==> src/rtl/dsp_sequencer.sv <==
// dsp_sequencer: periodically requests cry-volume samples from the DSP over a
// four-phase handshake, averages 2^AVG_LOG2 accepted samples and flags timeouts.
module dsp_sequencer #(
    parameter int VOL_W         = 8,
    parameter int AVG_LOG2      = 2,
    parameter int SAMPLE_PERIOD = 50000,
    parameter int TIMEOUT       = 1000
) (
    input  logic             clk,
    input  logic             reset,
    input  logic             enable,
    input  logic             dsp_ready,
    input  logic [VOL_W-1:0] dsp_data,
    output logic             dsp_ctrl,
    output logic [VOL_W-1:0] huil_vol,
    output logic             vol_valid,
    output logic             dsp_error,
    output logic [3:0]       err_cnt
);
    localparam int AW = VOL_W + AVG_LOG2;
    localparam int PW = SAMPLE_PERIOD > 1 ? $clog2(SAMPLE_PERIOD) : 1;
    localparam int TW = TIMEOUT > 1 ? $clog2(TIMEOUT) : 1;

    typedef enum logic [1:0] {IDLE, WAIT_PERIOD, REQUEST, WAIT_RELEASE} state_t;

    state_t              state, nxt;
    logic [PW-1:0]       pcnt;
    logic [TW-1:0]       tcnt;
    logic [AW-1:0]       acc, sum;
    logic [AVG_LOG2-1:0] scnt;
    logic                accept, tout;

    assign sum      = acc + AW'(dsp_data);
    assign dsp_ctrl = state == REQUEST;

    always_comb begin
        nxt    = state;
        accept = 1'b0;
        tout   = 1'b0;
        case (state)
            IDLE:         nxt = enable ? WAIT_PERIOD : IDLE;
            WAIT_PERIOD:  nxt = !enable ? IDLE : (pcnt == PW'(SAMPLE_PERIOD - 1)) ? REQUEST : WAIT_PERIOD;
            REQUEST: begin
                // a ready arriving on the last allowed clock wins over the timeout
                accept = dsp_ready;
                tout   = !dsp_ready && tcnt == TW'(TIMEOUT - 1);
                nxt    = (accept || tout) ? WAIT_RELEASE : REQUEST;
            end
            WAIT_RELEASE: nxt = dsp_ready ? WAIT_RELEASE : enable ? WAIT_PERIOD : IDLE;
            default:      nxt = IDLE;
        endcase
    end

    always_ff @(posedge clk or negedge reset) begin
        if (!reset) begin
            state     <= IDLE;
            pcnt      <= '0;
            tcnt      <= '0;
            acc       <= '0;
            scnt      <= '0;
            huil_vol  <= '0;
            vol_valid <= 1'b0;
            dsp_error <= 1'b0;
            err_cnt   <= '0;
        end else begin
            state     <= nxt;
            pcnt      <= (state == WAIT_PERIOD && nxt == WAIT_PERIOD) ? pcnt + 1'b1 : '0;
            tcnt      <= (state == REQUEST && nxt == REQUEST) ? tcnt + 1'b1 : '0;
            vol_valid <= accept && &scnt;
            if (state == IDLE) begin
                acc  <= '0;
                scnt <= '0;
            end else if (accept) begin
                acc  <= &scnt ? '0 : sum;
                scnt <= scnt + 1'b1;
                if (&scnt)
                    huil_vol <= VOL_W'(sum >> AVG_LOG2);
            end
            if (tout) begin
                dsp_error <= 1'b1;
                err_cnt   <= err_cnt + 4'(err_cnt != 4'hf);
            end
        end
    end
endmodule

==> config.mk <==
export PLATFORM = sky130hd
export DESIGN_NAME = dsp_sequencer
export DESIGN_NICKNAME = d
export VERILOG_FILES = /design/src/rtl/dsp_sequencer.sv
export SDC_FILE = /design/constraint.sdc
export NUM_CORES = 1
export LEC_CHECK = 0
export CORE_ASPECT_RATIO = 0.7
export CORE_MARGIN = 2
export CORE_UTILIZATION = 50
export CTS_BUF_LIST = sky130_fd_sc_hd__clkbuf_2 sky130_fd_sc_hd__clkbuf_4 sky130_fd_sc_hd__clkbuf_8
export DETAILED_ROUTE_END_ITERATION = 12
export GPL_TIMING_DRIVEN = 0
export PLACE_DENSITY = 0.74
export SYNTH_ARGS = -nofsm -noshare
export SYNTH_HDL_FRONTEND = slang
export SYNTH_SLANG_ARGS = --single-unit
==> constraint.sdc <==
create_clock -name clk -period 2 [get_ports clk]
set_input_delay 0.4 -clock clk [delete_from_list [all_inputs] [get_ports clk]]
set_output_delay 0.4 -clock clk [all_outputs]
set_load 0.005 [all_outputs]
Word level (Yosys, flattened, before mapping)
Cells that the tools add are included.

word-level totals
  flip-flop bits (word level) = 54
  bits of input ports = 12

operators by class
  add/sub/neg operators = 5
  equality and inequality tests = 8
  multiplexer cells = 15
  bitwise gates (word level) = 1
  reduce and logical (&&, ||, !) cells = 10

operator list
  cell                                                                    count
  10-bit 2-to-1 mux                                                       4
  16-bit by 1-bit adder with 16-bit output (second input constant)        1
  16-bit equality test (second input constant)                            1
  16-bit 2-to-1 mux                                                       1
  10-bit by 1-bit adder with 10-bit output (second input constant)        1
  10-bit by 8-bit adder with 10-bit output                                1
  10-bit equality test (second input constant)                            1
  2-bit 2-to-1 mux                                                        5
  2-bit one-hot mux with 4 select lines                                   1
  2-bit equality test (second input constant)                             3
  4-bit by 1-bit adder with 4-bit output                                  1
  2-bit by 1-bit equality test with 1-bit output (second input constant)  2
  1-bit logical AND                                                       4
  1-bit 2-to-1 mux                                                        4
  4-bit inequality test (second input constant)                           1
  4-bit AND reduction                                                     1
  2-bit by 1-bit adder with 2-bit output (second input constant)          1
  2-bit zero test                                                         1
  2-bit AND reduction                                                     1
  2-bit nonzero test                                                      1
  1-bit zero test                                                         1
  1-bit logical OR                                                        1
  1-bit inverter                                                          1

Depth between registers and ports, before layout
  depth in word-level cells = 8
  gate-level depth with buffers = 7
  depth with buffers taken out = 7

Worst setup path after synthesis
OpenSTA, ideal clock, no wires.

  kind = register -> register
  start = register pcnt[7]
  end = register state[0]
  arrival time = 1.777 ns
  required time = 1.878 ns
  path slack = 0.101 ns
  stages on the path, launching flop included = 7
  path through = dfrtp_1 or4b_1 or4_1 nand2b_1 buf_6 buf_8 nand2_1

between the ends
  longest elaborated chain between the ends = 4

RTL lines
  element                                RTL line  source
  from (decl)                            27        logic [PW-1:0] pcnt;
  from (signal assigned)                 67        pcnt <= (state == WAIT_PERIOD && nxt == WAIT_PERIOD) ? pcnt + 1'b1 : '0;
  16-bit equality test                   42        WAIT_PERIOD: nxt = !enable ? IDLE : (pcnt == PW'(SAMPLE_PERIOD - 1)) ? REQUEST : WAIT_PERIOD;
  2-bit 2-to-1 mux (2 in series)         42
  2-bit one-hot mux with 4 select lines  40        case (state)
  via nxt[0]                             26        state_t state, nxt;
  to (signal assigned)                   66        state <= nxt;
  to (decl)                              26

The timed path passes the listed nets, and every way through them passes these cells.
A chain may end at the register's enable or synchronous reset.

Worst setup path in the final report
  start = register pcnt[5]
  end = register pcnt[12]

between the ends
  longest elaborated chain between the ends = 7
  elaborated cells between the ends (all ways) = 8
  those cells by class = add/sub (1); eq/ne (2); mux (4); reduce/logical (1)

RTL lines
  element                                         RTL line
  16-bit equality test                            42
  2-bit 2-to-1 mux (2 in series)                  42
  2-bit one-hot mux with 4 select lines           40
  2-bit by 1-bit equality test with 1-bit output  67
  1-bit logical AND                               67
  16-bit 2-to-1 mux *                             67

Mark *: on every way between the ends. The rest lies on a longest branch, timed or not.

==> impl_metrics.yaml <==
status:
  run_status: "finished with violations"
  violations: "hold timing, setup timing"
worst_setup_path:
  r2r-start: "pcnt[5]"
  worstSetupStartpointType: "flop"
  timing.reg2reg.setup_slack_ns: -0.04
  r2r-end: "pcnt[12]"
  end_kind: "flop"
  worstSetupPathType: "reg2reg"
  arrival_ns: 2.24
  reg2regPathDepth: 5
  crit_path_max_fanout: 7
  required_ns: 2.20
detailed_routing:
  drc: 0
  drt_iter0_drc: 120
  via_per_inst: 5.65
  ant_nets: 0
  wl_per_cell_um: 15.4
  firstDrtPassIters: 5
  vias: 2230
  wl_um: 6090
die:
  rows: 22
  die-area_um2: 6330
  core_area_um2: 5370
  num_io_pins: 27
  start_util_pct: 53.1
  fp.dieW_um: 94.2
  die-height_um: 67.2
sta:
  min_period_ns: 2.04
  rsz0062_at_grt: "yes"
  finalCritPeriodShare_pct: 102
  holdWs_ns: -0.00315
  fmax_mhz: 489
  setup_ws_ns: -0.0445
  slew_headroom_pct: 53.0
  finalClockSkew_ns: 0.0140
  setup_viol: 10
  slew_viol_final: 0
  max_slew.worst_pin.slew_ns: 0.703
  finalHoldViolCount: 5
place:
  dp_hpwl_um: 3900
  place_congestion: 0.839
  placed_cell_area_um2: 3220
  port_buffers: 26
clocking:
  numCtsBuffers: 5
  cts_tree: "built"
  cts.clk_slew.worst_paths_ns: 0.10
  cts_root_buf: "clkbuf_8"
  cts_htree_levels: 2
  cts_sinks: 54
  ctsHoldBuffers: 0
  clock_latency_ns: 0.31
  cts_buffer_depth: 2
global_route:
  grt_pass1_wl_um: 9560
  grt_pass1_vias: 2014
  grt_max_degree: 39
  grt_use_total_pct: 19.6
  grt_overflow: 0
  antenna_found_initial: 0
pwr:
  cellLeakagePower_nw: 1.50
  peakVddDrop_mv: 0.302
  power_density_nw_per_um2: 532
logic_synthesis:
  ys_types: 48
  syn-mean-instance-area_um2: 10.3
  ys_warn_count: 0
  synth_nets: 303
  synth_ff_type: "dfrtp_1"
  ys_seq_area_share_pct: 47.4
  synth_seq_cells: 54
  synth_area_um2: 2850
  synth_edf_count: 0
  synth_cells: 277
  ys_async_sr_fraction_pct: 100
layout:
  syn2layout_area_growth_pct: 25.1
  drive_above_1_share_pct: 21.4
  fillers: 431
  fin_nets: 349
  postLayoutCellArea_um2: 3560
  diodes: 0
hold_path:
  hold_path.class: "in2async"
flow_run:
  maxCapViolCount: 0
[what timing repair did]
item	CTS	global route
setup buffers	4	10
resized for setup	11	32
gates cloned	0	1
pin swaps	5	13
endpoints found under the setup margin	18	25
[logic make-up (layout without fill, tap and decap cells)]
logic type               after synthesis  count (layout)  synth area share [%]
AO/OA/AOI/OAI                         47              47                  12.6
XOR/XNOR                              27              27                  8.30
adder cells (fa/ha/maj)               14              14                  6.41
buffers and inverters                 16              62                  2.77
flip-flops                            54              54                  47.4
multiplexers                           6               6                  2.33
AND/OR/NAND/NOR                      113             113                  20.2
[state kept, by name (all words and copies together) (netlist names)]
| register | cells |
|---|---|
| huil_vol | 8 |
| err_cnt | 4 |
| dsp_error | 1 |
| vol_valid | 1 |
| pcnt | 16 |
| state | 2 |
| tcnt | 10 |
| acc | 10 |
| scnt | 2 |
[synth_stat cells (3+ instances only)]
library cell   n  area [um2]
a211oi_1       3        22.5
a21o_1         5        37.5
a21oi_1        5        25.0
a22o_1         7        61.3
a31o_2         3        26.3
and3_1         4        25.0
clkbuf_1       3        11.3
dfrtp_1       54        1350
ha_1          13         163
inv_1         11        41.3
mux2_2         5        56.3
nand2_1       19        71.3
nand2b_1       3        18.8
nand3_1       14        70.1
nand4_1        8        50.1
nor2_1        33         124
nor3_1        10        50.1
nor4_1         4        25.0
o21a_1         3        22.5
o21ai_0        7        35.0
or3_1          3        18.8
xnor2_1       21         184
xor2_1         6        52.6
[placed cells by master (no fill, tap or decap), types with 6 or more instances in the layout]
cell	instances
a22o_1	7
nand3_1	14
xnor2_1	21
ha_1	11
clkdlybuf4s50_1	23
nand4_1	8
nor2_1	23
buf_4	14
inv_1	10
nor3_1	9
nand2_1	18
dfrtp_1	49
xor2_1	6
nor2_2	6
[per-stage QoR]
stage	utilization, %	power [mW]	TNS, ns	worst slack (ns)	std cells
after detailed placement	59.9	1.28	-6.30	-0.576	376
after global placement	59.6	1.27	-65.62	-1.11	375
after CTS	62.8	1.87	-0.00973	-0.00973	385
final	66.4	1.90	-0.237	-0.0445	395
after floorplan	-	1.21	0	0.101	277
after global routing	66.4	1.97	-0.554	-0.0728	395
[report_power, final]
group          switching, mW  leakage, nW  internal (mW)
sequential            0.0161        0.744           1.10
combinational          0.101        0.721         0.0788
clock                  0.362       0.0362          0.240
total                  0.478         1.50           1.42
[routing by layer]
metal	GRT usage [%]	vias up	part of all wire, %
li1	-	1086	-
met1	29.1	1075	50
met2	29.7	57	45
met3	3.68	12	4.1
met4	5.43	0	1.3
met5	0	-	0
[critical path, stage by stage, from the launching register on]
cell,delay (ns)
dfrtp_1,0.43
or4bb_4,0.56
or4_4,0.57
nand2b_4,0.15
clkbuf_16,0.18
nor2_2,0.04
[layout make-up]
type	instances	area, um2	share of cell area (%)
plain buffers	2	18.8	0.527
clock buffers	5	68.8	1.93
clock inverters	2	15.0	0.421
inverters	11	41.3	1.16
multi-input cells	207	1560	43.8
flip-flops and latches	54	1360	38.1
well taps	72	90.1	2.53
repair buffers	42	410	11.5
[worst max-delay path by stage]
stage	startpoint	to	slack, ns
finish	pcnt[5]	pcnt[12]	-0.04
global route	pcnt[5]	pcnt[12]	-0.07
CTS	dsp_data[0]	huil_vol[6]	-0.01
detailed placement	dsp_data[0]	huil_vol[6]	-0.58
global placement	reset	pcnt[5]	-1.11
floorplan	pcnt[7]	state[0]	0.10
Power figures use the tool's default switching activity.
